==> config.mk <==
export PLATFORM = sky130hd
export DESIGN_NAME = cla8_seq_adder
export DESIGN_NICKNAME = d
export VERILOG_FILES = /design/src/rtl/cla8_seq_adder.sv
export SDC_FILE = /design/constraint.sdc
export NUM_CORES = 1
export LEC_CHECK = 0
export ABC_AREA = 1
export BUFFER_PORTS_ARGS = -buffer_cell sky130_fd_sc_hd__buf_2
export CELL_PAD_IN_SITES_DETAIL_PLACEMENT = 0
export CELL_PAD_IN_SITES_GLOBAL_PLACEMENT = 1
export CORE_MARGIN = 4
export CORE_UTILIZATION = 40
export CTS_CLUSTER_DIAMETER = 150
export DETAILED_ROUTE_END_ITERATION = 10
export GPL_TIMING_DRIVEN = 1
export PLACE_DENSITY_LB_ADDON = 0.1
export SLEW_MARGIN = 20
export SYNTH_ARGS = -nofsm -noshare
export SYNTH_HDL_FRONTEND = slang
export SYNTH_SLANG_ARGS = --single-unit
==> constraint.sdc <==
create_clock -name clk -period 6.3 [get_ports clk]
set_input_delay 0 -clock clk [delete_from_list [all_inputs] [get_ports clk]]
set_output_delay 0 -clock clk [all_outputs]
set_load 0.05 [all_outputs]
==> src/rtl/cla8_seq_adder.sv <==
// Multi-cycle W-bit adder that steps one 8-bit carry-lookahead slice across the operand, byte by byte.
// Optional subtract mode is enabled by defining CLA8_SEQ_ADDER_SUB_EN.

module cla8 (
    input  logic [7:0] a,
    input  logic [7:0] b,
    input  logic       ci,
    output logic [7:0] s,
    output logic       co
);
    logic [7:0] g;
    logic [7:0] p;
    logic [8:0] c;
    logic       gg;
    logic       pp;

    assign g = a & b;
    assign p = a ^ b;

    // Each carry is formed from the group generate/propagate of bits [i:0] and ci.
    always_comb begin
        gg   = 1'b0;
        pp   = 1'b1;
        c    = '0;
        c[0] = ci;
        for (int unsigned i = 0; i < 8; i++) begin
            gg       = g[i] | (p[i] & gg);
            pp       = p[i] & pp;
            c[i + 1] = gg | (pp & ci);
        end
    end

    assign s  = p ^ c[7:0];
    assign co = c[8];
endmodule

module cla8_seq_adder #(
    parameter int NBYTES = 4
) (
    input  logic                  clk,
    input  logic                  rst,
    input  logic                  in_valid,
    output logic                  in_ready,
    input  logic [8*NBYTES-1:0]   a,
    input  logic [8*NBYTES-1:0]   b,
    input  logic                  cin,
`ifdef CLA8_SEQ_ADDER_SUB_EN
    input  logic                  sub,
`endif
    output logic                  out_valid,
    input  logic                  out_ready,
    output logic [8*NBYTES-1:0]   sum,
    output logic                  cout
);
    localparam int CW = (NBYTES > 1) ? $clog2(NBYTES) : 1;
    localparam logic [CW-1:0] LAST = CW'(NBYTES - 1);

    typedef enum logic [1:0] {IDLE, RUN, DONE} state_t;

    state_t                   state;
    logic [NBYTES-1:0][7:0]   opa;
    logic [NBYTES-1:0][7:0]   opb;
    logic [NBYTES-1:0][7:0]   sum_q;
    logic [CW-1:0]            cnt;
    logic                     carry;
    logic [7:0]               cla_s;
    logic                     cla_co;

    cla8 u_cla8 (
        .a  (opa[cnt]),
        .b  (opb[cnt]),
        .ci (carry),
        .s  (cla_s),
        .co (cla_co)
    );

    assign sum = sum_q;

    always_ff @(posedge clk) begin
        if (rst) begin
            state     <= IDLE;
            in_ready  <= 1'b1;
            out_valid <= 1'b0;
            sum_q     <= '0;
            cout      <= 1'b0;
            cnt       <= '0;
            carry     <= 1'b0;
            opa       <= '0;
            opb       <= '0;
        end else begin
            case (state)
                IDLE: begin
                    if (in_valid) begin
                        opa      <= a;
`ifdef CLA8_SEQ_ADDER_SUB_EN
                        opb      <= sub ? ~b : b;
                        carry    <= sub | cin;
`else
                        opb      <= b;
                        carry    <= cin;
`endif
                        cnt      <= '0;
                        sum_q    <= '0;
                        in_ready <= 1'b0;
                        state    <= RUN;
                    end
                end
                RUN: begin
                    sum_q[cnt] <= cla_s;
                    carry      <= cla_co;
                    if (cnt == LAST) begin
                        cnt       <= '0;
                        cout      <= cla_co;
                        out_valid <= 1'b1;
                        state     <= DONE;
                    end else begin
                        cnt <= cnt + 1'b1;
                    end
                end
                DONE: begin
                    if (out_ready) begin
                        out_valid <= 1'b0;
                        in_ready  <= 1'b1;
                        state     <= IDLE;
                    end
                end
                default: begin
                    state     <= IDLE;
                    in_ready  <= 1'b1;
                    out_valid <= 1'b0;
                end
            endcase
        end
    end
endmodule

[Word-level counts from Yosys, hierarchy flattened]
Index checks and enable logic that the tools add are counted.
Operators by class
  $add $sub $neg: 1
  $lt $le $gt $ge: 2
  equality and inequality tests: 6
  muxes and demuxes: 24
  bitwise logic cells: 42
  reduce and logical (&&, ||, !) cells: 9
Operators with widths (number)
  case mux 32 bit (2 select lines): 1
  binary-select mux 8 bit (select 2 bit): 2
  bitwise mux 32 bit: 1
  2-to-1 mux 32 bit: 1
  2-to-1 mux 8 bit: 3
  bitwise AND 1 bit: 22
  demux 8 bit (select 2 bit): 1
  bitwise XOR 8 bit: 2
  OR 1 bit: 15
  2-to-1 mux 2 bit: 5
  AND reduction 3 bit: 3
  bitwise AND 8 bit: 1
  inequality test 2 bit (second input constant): 3
  case mux 1 bit (3 select lines): 2
  case mux 2 bit (3 select lines): 1
  AND reduction 2 bit: 3
  2-to-1 mux 1 bit: 5
  equality test 2 bit (second input constant): 2
  case mux 2 bit (2 select lines): 1
  < comparator 2 x 3 -> 1 bit (second input constant): 1
  adder 2 x 1 -> 2 bit (second input constant): 1
  equality test 2 x 1 -> 1 bit (second input constant): 1
  greater-or-equal comparator 2 x 1 -> 1 bit (second input constant): 1
  zero test 2 bit: 1
  other kinds (4): 5
Word-level totals
  register bits: 104
  input bits: 69
  output and inout bits: 35
  logic and storage cells: 102

[Logic depth before layout (Yosys ltp)]
Gate-level depths: netlist of the first run.
  word-level depth: 19
  depth in mapped cells: 19
  gate-level depth less buffers: 18

[By module]
A second synthesis of the first run with hierarchy kept.
Unflattened totals
  cells, all modules: 633
  area, all modules: 4655.7 um2
By module, submodules not included
  cla8_seq_adder: times used 1, cells an instance 589, area each 4340.4 um2, seq. area each 2082.0 um2
  cla8: times used 1, cells an instance 44, area each 315.3 um2, seq. area each 0.0 um2

[Worst setup path before layout of the first run]
No wires, ideal clock.
  kind: reg2reg
  from: register cnt[0]
  to: register cout
  setup time: 115 ps
  arrival: 2232 ps
  required time: 6185 ps
  setup slack: 3952 ps
  cell stages (with the launch flop): 17
  path buffers: 1
  clock period less this slack: 2348 ps
  cells stage by stage: dfxtp_1 > inv_1 > buf_1 > nor2_1 > o22ai_1 > ha_1 > or2_2 > nand3_2 > nand2_2 > nand2_2 > nand2_2 > nand2_2 > nand2_2 > nand2_4 > nand2_4 > o21ai_0 > inv_1
Between the ends
  cells in the longest elaborated chain, start to end: 18
  elaborated cells between the ends (all ways): 31
  classes of those cells: eq/ne: 1; mux: 4; bitwise: 25; reduce/logical: 1
Ends and longest elaborated chain
  start, declared: RTL line 64  | logic [CW-1:0] cnt;
  start signal, assigned: RTL line 117  | cnt <= cnt + 1'b1;
  binary-select mux 8 bit (select 2 bit) (on tied branches): RTL line 70, 71
  2-to-1 mux 8 bit (on tied branches): RTL line 70, 71
  bitwise XOR 8 bit / bitwise AND 8 bit (equally long branches): RTL line 18, 17
  bitwise AND 1 bit: RTL line 27  | gg = g[i] | (p[i] & gg);
  OR 1 bit: RTL line 27
  bitwise AND 1 bit: RTL line 27
  OR 1 bit: RTL line 27
  bitwise AND 1 bit: RTL line 27
  [2 not listed]
  OR 1 bit: RTL line 27
  bitwise AND 1 bit: RTL line 27
  OR 1 bit: RTL line 27
  bitwise AND 1 bit: RTL line 27
  OR 1 bit: RTL line 27
  bitwise AND 1 bit: RTL line 27
  OR 1 bit: RTL line 27
  OR 1 bit: RTL line 29  | c[i + 1] = gg | (pp & ci);
  end signal, assigned: RTL line 113  | cout <= cla_co;
  end, declared: RTL line 53  | output logic cout
Several ways; a longest one is shown, not always the timed one. The select of a mux whose other input is x is not followed.
A chain may end at the register's enable or synchronous reset.

[Worst setup path in the final report of the first run]
Same ends and word-level chain as after synthesis.

==> results of run 1 <==
==> state kept, by name (all words and copies together) (netlist names) <==
signal	count
out_valid	1
sum	32
state	2
cout	1
opa	32
in_ready	1
carry	1
cnt	2
opb	32
==> per-stage QoR <==
stage / util [%] / hold slack, ns / cell area, um2
floorplan: - / 0.1646 / 4438
global placement: 46.31 / 0.2484 / 5020
detailed placement: 46.31 / 0.2538 / 5020
CTS: 54.12 / 0.02196 / 5867
global route: 54.13 / 0.02738 / 5868
finish: 54.13 / 0.03937 / 5868
==> cell usage after synthesis, types with 3 or more instances <==
master and instances:
a21oi_1 35, buf_2 8, clkbuf_1 23, dfxtp_1 104, ha_1 12, inv_1 27
nand2_1 72, nand2_2 9, nand3_1 5, nor2_1 169, o21ai_0 100, o22ai_1 16
xnor2_1 3, xor2_1 3
==> critical path: stages (launching register included) <==
cell	delay, ns
dfxtp_2	0.71
inv_1	0.60
o21ai_0	0.36
o22ai_1	0.12
ha_1	0.33
or2_2	0.30
nand3_2	0.09
nand2_2	0.06
nand2_2	0.06
nand2_2	0.06
nand2_2	0.07
nand2_2	0.06
nand2_4	0.08
nand2_4	0.05
o21ai_0	0.13
inv_1	0.05
==> where the power goes <==
part / leakage (nW) / total, W / switching, W / internal, W
logic: 1.66 / 0.000367 / 0.000229 / 0.000137
clock network: 0.0883 / 0.000404 / 0.000223 / 0.000182
registers: 0.855 / 0.000735 / 0.0000325 / 0.000702
total: 2.61 / 0.00151 / 0.000485 / 0.00102
==> worst max-delay path by stage <==
stage                end  startpoint  cells past startpoint
floorplan           cout      cnt[0]                     16
global placement    cout      cnt[0]                     18
detailed placement  cout      cnt[0]                     15
CTS                 cout      cnt[0]                     15
global route        cout      cnt[0]                     15
finish              cout      cnt[0]                     15
==> what timing repair did <==
| item | CTS | global route |
|---|---|---|
| hold endpoints to repair | 66 | 0 |
| gates resized for setup | 0 | 0 |
| hold buffers | 66 | 0 |
==> cells by family (layout without fill, tap and decap cells) <==
kind of cell             Yosys count  after routing  synth area share, %
buffers and inverters             61            215                5.385
AND/OR/NAND/NOR                  265            265                24.33
AO/OA/AOI/OAI                    156            156                18.35
flip-flops                       104            104                46.91
adder cells (fa/ha/maj)           13             13                3.834
XOR/XNOR                           6              6                1.184
==> per-layer routing <==
layer,up-vias,track usage [%]
met2,97,35.03
met3,20,3.262
met4,0,7.131
met5,-,0
li1,2262,-
met1,1985,23.78
==> final cells by class <==
type / instances / area (um2) / share of cell area [%]
well taps: 140 / 175.2 / 2.985
clock buffers: 10 / 127.6 / 2.175
repair buffers: 172 / 1199 / 20.43
inverters: 28 / 105.1 / 1.791
multi-input cells: 440 / 2120 / 36.12
clock inverters: 5 / 58.81 / 1.002
flip-flops and latches: 104 / 2083 / 35.50
==> reports/metrics.cfg, run 1 <==
[run_status]
run_status = finished clean

[sta]
hold_violations = 0
skew_ns = 0.009609
tightest_slew_ns = 0.9657
grt_setup_unrepaired = false
setup_total_negative_slack_ns = 0
final.min_clock_period_ns = 3.268
post-route-period-util_pct = 51.87
clock.fmax_mhz = 306.0
setup_viol = 0
post-route-worst-setup-slack_ns = 3.032
final-max-slew-violation-count = 0
maxSlewHeadroom_pct = 35.55

[drt]
routed.top_layer = met4
drt-vias-per-instance = 4.854
first_pass_iters = 6
detail_route.wl_per_cell_um = 13.69
route.met3.wl_um = 520
postRouteWirelength_mm = 12.31
remaining_drc_errors = 0
detailroute.wirelength.met2_mm = 6.133
detail-route-antenna-nets = 0
dr.first_iter.drc_count = 208
vias = 4364
met1_length_mm = 5.387

[placement]
preCtsSetupSlack_ns = 2.477
count_of_input_and_output_buffers = 103
place_inst = 818
gp_congestion = 0.8010
place_hpwl_mm = 8.533

[final_layout]
filler_cell_count = 1108
mostFrequentLayoutCell = nor2_1
area.growth.synth_to_final_pct = 32.22
mostFrequentLayoutCells = nor2_1 (169), dfxtp_1 (103), buf_2 (103), o21ai_0 (100), nand2_1 (71)
finish.cell_count_without_fillers = 899
final_layout_size_suffix_gt1_share_pct = 18.71
nets = 837
insertedDiodeCount = 0

[yosys]
synth_sequential_area_ratio_pct = 46.91
syn-instance-count = 605
ys_seq_elements = 104
synth_cell_type_count = 29
synth.avg_cell_area_um2 = 7.336
synth_ff_type = dfxtp_1
synth_enable_flop_cells = 0
synthDominantAreaCellType = dfxtp_1
yosysWarningCount = 0
post_synth_main_area_contributors = dfxtp_1 (47%), nor2_1 (14%), o21ai_0 (11%), nand2_1 (6.1%), a21oi_1 (3.9%)
asyncSetResetFlopFracSynth_pct = 0
syn_area_mm2 = 0.004438
synth.top_cell.area_share_pct = 46.91
syn-num-nets = 687

[critical_path]
cp-end-kind = register
critical_setup_path_class = reg2reg
reg2reg_setup_slack_ns = 3.03
worstPathArrival_ns = 3.53
timing.rr.end = cout
critical_path.startpoint_type = register
worstRegToRegCells = 15
timing.critical_path.required_ns = 6.56
critical_path.reg2reg.startpoint = cnt[0]
worstPathMaxFanout = 36

[global_route]
global_route_wire_length_before_repair_mm = 20.38
grt_antenna_before_repair = 0
grt_start_max_net_pins = 69
grt_util_all_layers_pct = 19.66
grt_pass1_vias = 4299
global_route.overflow_total = 0

[floorplan]
die_w_um = 113.3
dieHeight_um = 113.3
floorplan.io_pins = 104
floorplan.rows = 38
floorplan.initialDensity_pct = 40.94
floorplan.die_area_mm2 = 0.01284
core_area_mm2 = 0.01084

[pwr]
power-per-cell-area_mw_per_mm2 = 256.7
leakage_power_nw = 2.607
post-layout-total-power_w = 0.001506
ir_worst_vdd_v = 0.0001218

[clocking]
cts.sink_count = 104
clock_buffers_created_by_tritoncts = 9
htreeDepth = 3
tritoncts = done
clk_transition_reported_paths_ns = 0.09
clock_latency_ns = 0.37
clock_root_buffer = clkbuf_8
postCtsSetupRepairBufs = 0
cts_buffer_depth = 2

[worst_hold_path]
min_path_type = in2reg
worstHoldStart = cin
hold_path_end = carry
hold_path_depth = 4

[flow_run]
maxCapViolations = 0

Power figures use the tool's default switching activity.
==> run 2, diff against run 1 <==
--- a/config.mk
+++ b/config.mk
@@ -10,7 +10,7 @@
 export CELL_PAD_IN_SITES_DETAIL_PLACEMENT = 0
 export CELL_PAD_IN_SITES_GLOBAL_PLACEMENT = 1
 export CORE_MARGIN = 4
-export CORE_UTILIZATION = 40
+export CORE_UTILIZATION = 38
 export CTS_CLUSTER_DIAMETER = 150
 export DETAILED_ROUTE_END_ITERATION = 10
 export GPL_TIMING_DRIVEN = 1
==> constraint.sdc (replaced) <==
create_clock -name clk -period 3.1 [get_ports clk]
set_input_delay 0 -clock clk [delete_from_list [all_inputs] [get_ports clk]]
set_output_delay 0 -clock clk [all_outputs]
set_load 0.05 [all_outputs]
==> reports/metrics.cfg, run 2 (synthesis gave the netlist of run 1 again) <==
[run_status]
run_status = complete, but fails checks
violated_checks = hold timing

[clocking]
cts_buffer_depth = 2
cts.sink_count = 104
clk_transition_reported_paths_ns = 0.06
htreeDepth = 3
tritoncts = done
clock_latency_ns = 0.34
clock_buffers_created_by_tritoncts = 9
clock_root_buffer = clkbuf_16

[drt]
vias = 4337
drt-vias-per-instance = 4.798
dr.first_iter.drc_count = 233
detail-route-antenna-nets = 0
detail_route.wl_per_cell_um = 13.46
remaining_drc_errors = 0
postRouteWirelength_mm = 12.17
first_pass_iters = 4

[critical_path]
timing.critical_path.required_ns = 3.33
worstPathArrival_ns = 2.78
timing.critical_path.cells = inv_1, buf_4, o21ai_0, o22ai_1, ha_1, nand2_2, nand2_2, nand2_2, nand3_2, nand3_2, nand2_2, nand2_2, nand2_2, nand2_2, nand2_2, nand2_4, nand2_4, o21ai_0, inv_1
crit_path_frequent_cell = nand2_2
timing.critical_path.max_delay_family = simple AND/OR/NAND/NOR gates
crit_slowest_cell = ha_1
cp-end-kind = register
cp_slowest_stage_delay_ns = 0.33
crit_buf_inv = 3
critical_path.startpoint_type = register
worstPathMaxFanout = 14
timing.rr.end = cout
critical_setup_path_class = reg2reg
critical_path.reg2reg.startpoint = cnt[0]
reg2reg_setup_slack_ns = 0.55
worstRegToRegCells = 19

[floorplan]
core_area_mm2 = 0.01142
floorplan.rows = 39
dieHeight_um = 116.1
die_w_um = 116.1
floorplan.die_area_mm2 = 0.01347
floorplan.initialDensity_pct = 38.87
floorplan.io_pins = 104

[sta]
grt_setup_unrepaired = false
skew_ns = 0.006190
tightest_slew_ns = 0.7228
clock.fmax_mhz = 392.0
fin_worst_hold_slack_ns = -0.005717
setup_total_negative_slack_ns = 0
setup_viol = 0
post-route-period-util_pct = 82.29
final-max-slew-violation-count = 0
maxSlewHeadroom_pct = 51.74
final.min_clock_period_ns = 2.551
hold_violations = 1

[final_layout]
final_layout_size_suffix_gt1_share_pct = 19.05
mostFrequentLayoutCell = nor2_1
nets = 840
area.growth.synth_to_final_pct = 35.49
insertedDiodeCount = 0
finish.cell_count_without_fillers = 904
mostFrequentLayoutCells = nor2_1 (169), dfxtp_1 (104), buf_2 (103), o21ai_0 (100), nand2_1 (71)
finish.utilization_pct = 52.66

[global_route]
grt_util_met1_pct = 24.52
global_route_wire_length_before_repair_mm = 19.84
grt_start_max_net_pins = 69
use_met3_pct = 3.342
grt_antenna_before_repair = 0
grt_busiest_layer = met2
grt_pass1_vias = 4135
global_route.overflow_total = 0
use_met2_pct = 31.95
grt_util_all_layers_pct = 18.70

[placement]
place_hpwl_mm = 8.422
gp_congestion = 0.7589
count_of_input_and_output_buffers = 103
place_inst = 825

[worst_hold_path]
hold_path_depth = 3
min_path_type = in2reg
worstHoldStart = b[4]
hold_path_end = opb[4]

[flow_run]
maxCapViolations = 0

[pwr]
leakage_power_nw = 2.687
power-per-cell-area_mw_per_mm2 = 569.4
ir_worst_vdd_v = 0.0005486

==> run 2: cell count changes in the layout (fill, tap and decap cells not counted), sizes merged <==
| cell | before | now |
|---|---|---|
| clkinvlp | 2 | 0 |
| bufinv | 1 | 2 |
| buf | 106 | 110 |
| dlygate4sd3 | 66 | 65 |
==> run 2: where the power goes <==
part / internal (W) / switching (W) / leakage (nW)
clock: 0.000718 / 0.000466 / 0.154
combinational: 0.000282 / 0.000476 / 1.68
sequential: 0.00143 / 0.0000539 / 0.855
==> run 2: repair_timing <==
item | 4_1_cts | 5_1_grt
resized for setup | 0 | 0
hold endpoints to repair | 65 | 0
buffers inserted | 0 | 0
hold buffers | 65 | 0
==> run 2: final cells by class <==
cell class	count	area (um2)
fillers	1181	5405
repair buffers	175	1219
clock inverters	4	70.07
flip-flops and latches	104	2082
multi-input cells	440	2120
clock buffers	10	239.0
inverters	28	105.1
well taps	143	178.9
==> run 2: through the flow <==
stage | setup WS, ns | hold slack, ns | cell area, um2 | power, W
6_report | 0.5491 | -0.005717 | 6013 | 0.003424
5_1_grt | 0.2027 | 0.03248 | 6013 | 0.003619
4_1_cts | 0.5566 | 0.007825 | 6013 | 0.003468
3_5_place_dp | 0.5682 | 0.2558 | 5054 | 0.002216
3_3_place_gp | 0.6333 | 0.2504 | 5054 | 0.002204
2_1_floorplan | 0.7522 | 0.1646 | 4438 | 0.001991
==> run 2: worst register-to-register path: cells and delay by family, from the launching register on <==
family	cells	cell delay (ns)
AO/OA/AOI/OAI	3	0.44
AND/OR/NAND/NOR	12	0.83
flip-flops	1	0.31
adder cells (fa/ha/maj)	1	0.33
buffers and inverters	3	0.55
==> run 2: routing by layer <==
metal	part of all wire, %	up-vias
li1	-	2271
met1	45	1952
met2	48	102
met3	5.4	12
met4	1.3	0
met5	0	-
==> run 2: worst max-delay path by stage <==
stage,start,to,slack (ns),cells after the start
3_5_place_dp,cnt[0],cout,0.57,16
3_3_place_gp,cnt[0],cout,0.63,16
5_1_grt,cnt[0],cout,0.20,19
6_report,cnt[0],cout,0.55,19
4_1_cts,cnt[0],cout,0.56,16
2_1_floorplan,cnt[0],cout,0.75,16
==> run 3, diff against run 2 <==
==> constraint.sdc (replaced) <==
create_clock -name clk -period 2.35 [get_ports clk]
set_input_delay 0 -clock clk [delete_from_list [all_inputs] [get_ports clk]]
set_output_delay 0 -clock clk [all_outputs]
set_load 0.05 [all_outputs]
==> reports/metrics.cfg, run 3 (synthesis gave the netlist of run 1 again) <==
[drt]
dr.first_iter.drc_count = 222
detail-route-antenna-nets = 0
postRouteWirelength_mm = 12.55
remaining_drc_errors = 0
detail_route.wl_per_cell_um = 13.56
vias = 4398
drt-vias-per-instance = 4.755
first_pass_iters = 4

[run_status]
run_status = finished clean

[critical_path]
worstPathArrival_ns = 2.47
cp-end-kind = register
timing.critical_path.required_ns = 2.62
critical_path.startpoint_type = register
worstPathMaxFanout = 17
critical_setup_path_class = reg2reg

[sta]
post-route-period-util_pct = 93.57
hold_violations = 0
maxSlewHeadroom_pct = 57.13
clock.fmax_mhz = 454.8
skew_ns = 0.005712
final-max-slew-violation-count = 0
grt_setup_unrepaired = true
post-route-worst-setup-slack_ns = 0.1512
setup_viol = 0
tightest_slew_ns = 0.6424
final.min_clock_period_ns = 2.199

[placement]
count_of_input_and_output_buffers = 103
place_inst = 839
preCtsSetupSlack_ns = -0.002076
place_hpwl_mm = 8.952
gp_congestion = 0.8660

[final_layout]
finish.utilization_pct = 54.85
area.growth.synth_to_final_pct = 41.13
mostFrequentLayoutCells = nor2_1 (169), buf_2 (103), dfxtp_1 (102), o21ai_0 (88), nand2_1 (71)
finish.cell_count_without_fillers = 925
filler_cell_count = 1124
insertedDiodeCount = 0
final_layout_size_suffix_gt1_share_pct = 22.38
mostFrequentLayoutCell = nor2_1
nets = 860

[clocking]
htreeDepth = 3
cts.sink_count = 104
tritoncts = done
clock_root_buffer = clkbuf_16
clk_transition_reported_paths_ns = 0.06
clock_latency_ns = 0.34
cts_buffer_depth = 2
clock_buffers_created_by_tritoncts = 9

[floorplan]
floorplan.rows = 39
floorplan.die_area_mm2 = 0.01347
floorplan.io_pins = 104
core_area_mm2 = 0.01142
dieHeight_um = 116.1
die_w_um = 116.1
floorplan.initialDensity_pct = 38.87

[worst_hold_path]
min_path_type = in2reg

[pwr]
ir_worst_vdd_v = 0.0005358
leakage_power_nw = 2.809
power-per-cell-area_mw_per_mm2 = 720.4

[global_route]
grt_pass1_vias = 4196
global_route_wire_length_before_repair_mm = 20.13
grt_start_max_net_pins = 60
global_route.overflow_total = 0
grt_util_all_layers_pct = 18.92
grt_antenna_before_repair = 0

[flow_run]
maxCapViolations = 0

==> run 3: final timing paths <==
kind	startpoint	to	slack [ns]	depth (start not counted)
min	cin	carry	0.07	4
min reg2reg	sum[16]	sum[16]	0.46	2
max	cnt[0]	carry	0.15	17
max reg2reg	cnt[0]	carry	0.15	17
==> run 3: power by group <==
part / internal, W / switching [W]
Clock: 0.000827 / 0.000612
Sequential: 0.00188 / 0.0000770
Combinational: 0.000457 / 0.000655
Total: 0.00317 / 0.00134
==> run 3: metal layers <==
metal	part of all wire [%]	vias to the layer above	wire [um]	GRT usage [%]
met5	0	-	0	0
met4	1.3	0	159	5.414
met3	3.9	14	486	3.708
met2	49	92	6088	31.80
met1	46	1981	5813	24.77
li1	-	2311	-	-
==> run 3: cell type report <==
type,instances,area (um2),share of cell area [%]
repair buffers,195,1433,22.87
flip-flops and latches,104,2090,33.36
well taps,143,178.9,2.857
clock inverters,2,12.51,0.1998
clock buffers,13,280.3,4.475
inverters,28,107.6,1.718
multi-input cells,440,2162,34.52
==> run 3: metrics by stage <==
step | TNS [ns] | power [W] | hold WS (ns) | instance area [um2]
2_1_floorplan | 0 | 0.002627 | 0.1646 | 4438
3_3_place_gp | 0 | 0.002962 | 0.2495 | 5184
3_5_place_dp | -0.002076 | 0.002985 | 0.2579 | 5184
4_1_cts | 0 | 0.004514 | 0.06186 | 6137
5_1_grt | -0.01251 | 0.004773 | 0.08601 | 6264
6_report | 0 | 0.004512 | 0.07329 | 6264
==> run 3: critical path, cell delays in order (launching register included) <==
cell,delay (ns)
dfxtp_4,0.37
inv_2,0.06
buf_12,0.14
o21ai_0,0.14
o22ai_1,0.12
ha_1,0.32
nand4_1,0.13
nand3_2,0.11
nand3_2,0.06
nand2_2,0.08
nand2_2,0.05
nand2_2,0.08
nand2_2,0.07
nand2_2,0.08
nand2_4,0.07
nand2_4,0.07
nand2_2,0.06
a21oi_2,0.12
==> run 3: what timing repair did <==
action                                 CTS  global route
gates resized for setup                  1            29
buffers inserted                         0             4
hold buffers                            66             0
endpoints found under the hold margin   66             0
pin swaps                                0             5
gates cloned                             0             1
setup endpoints to repair                1            20
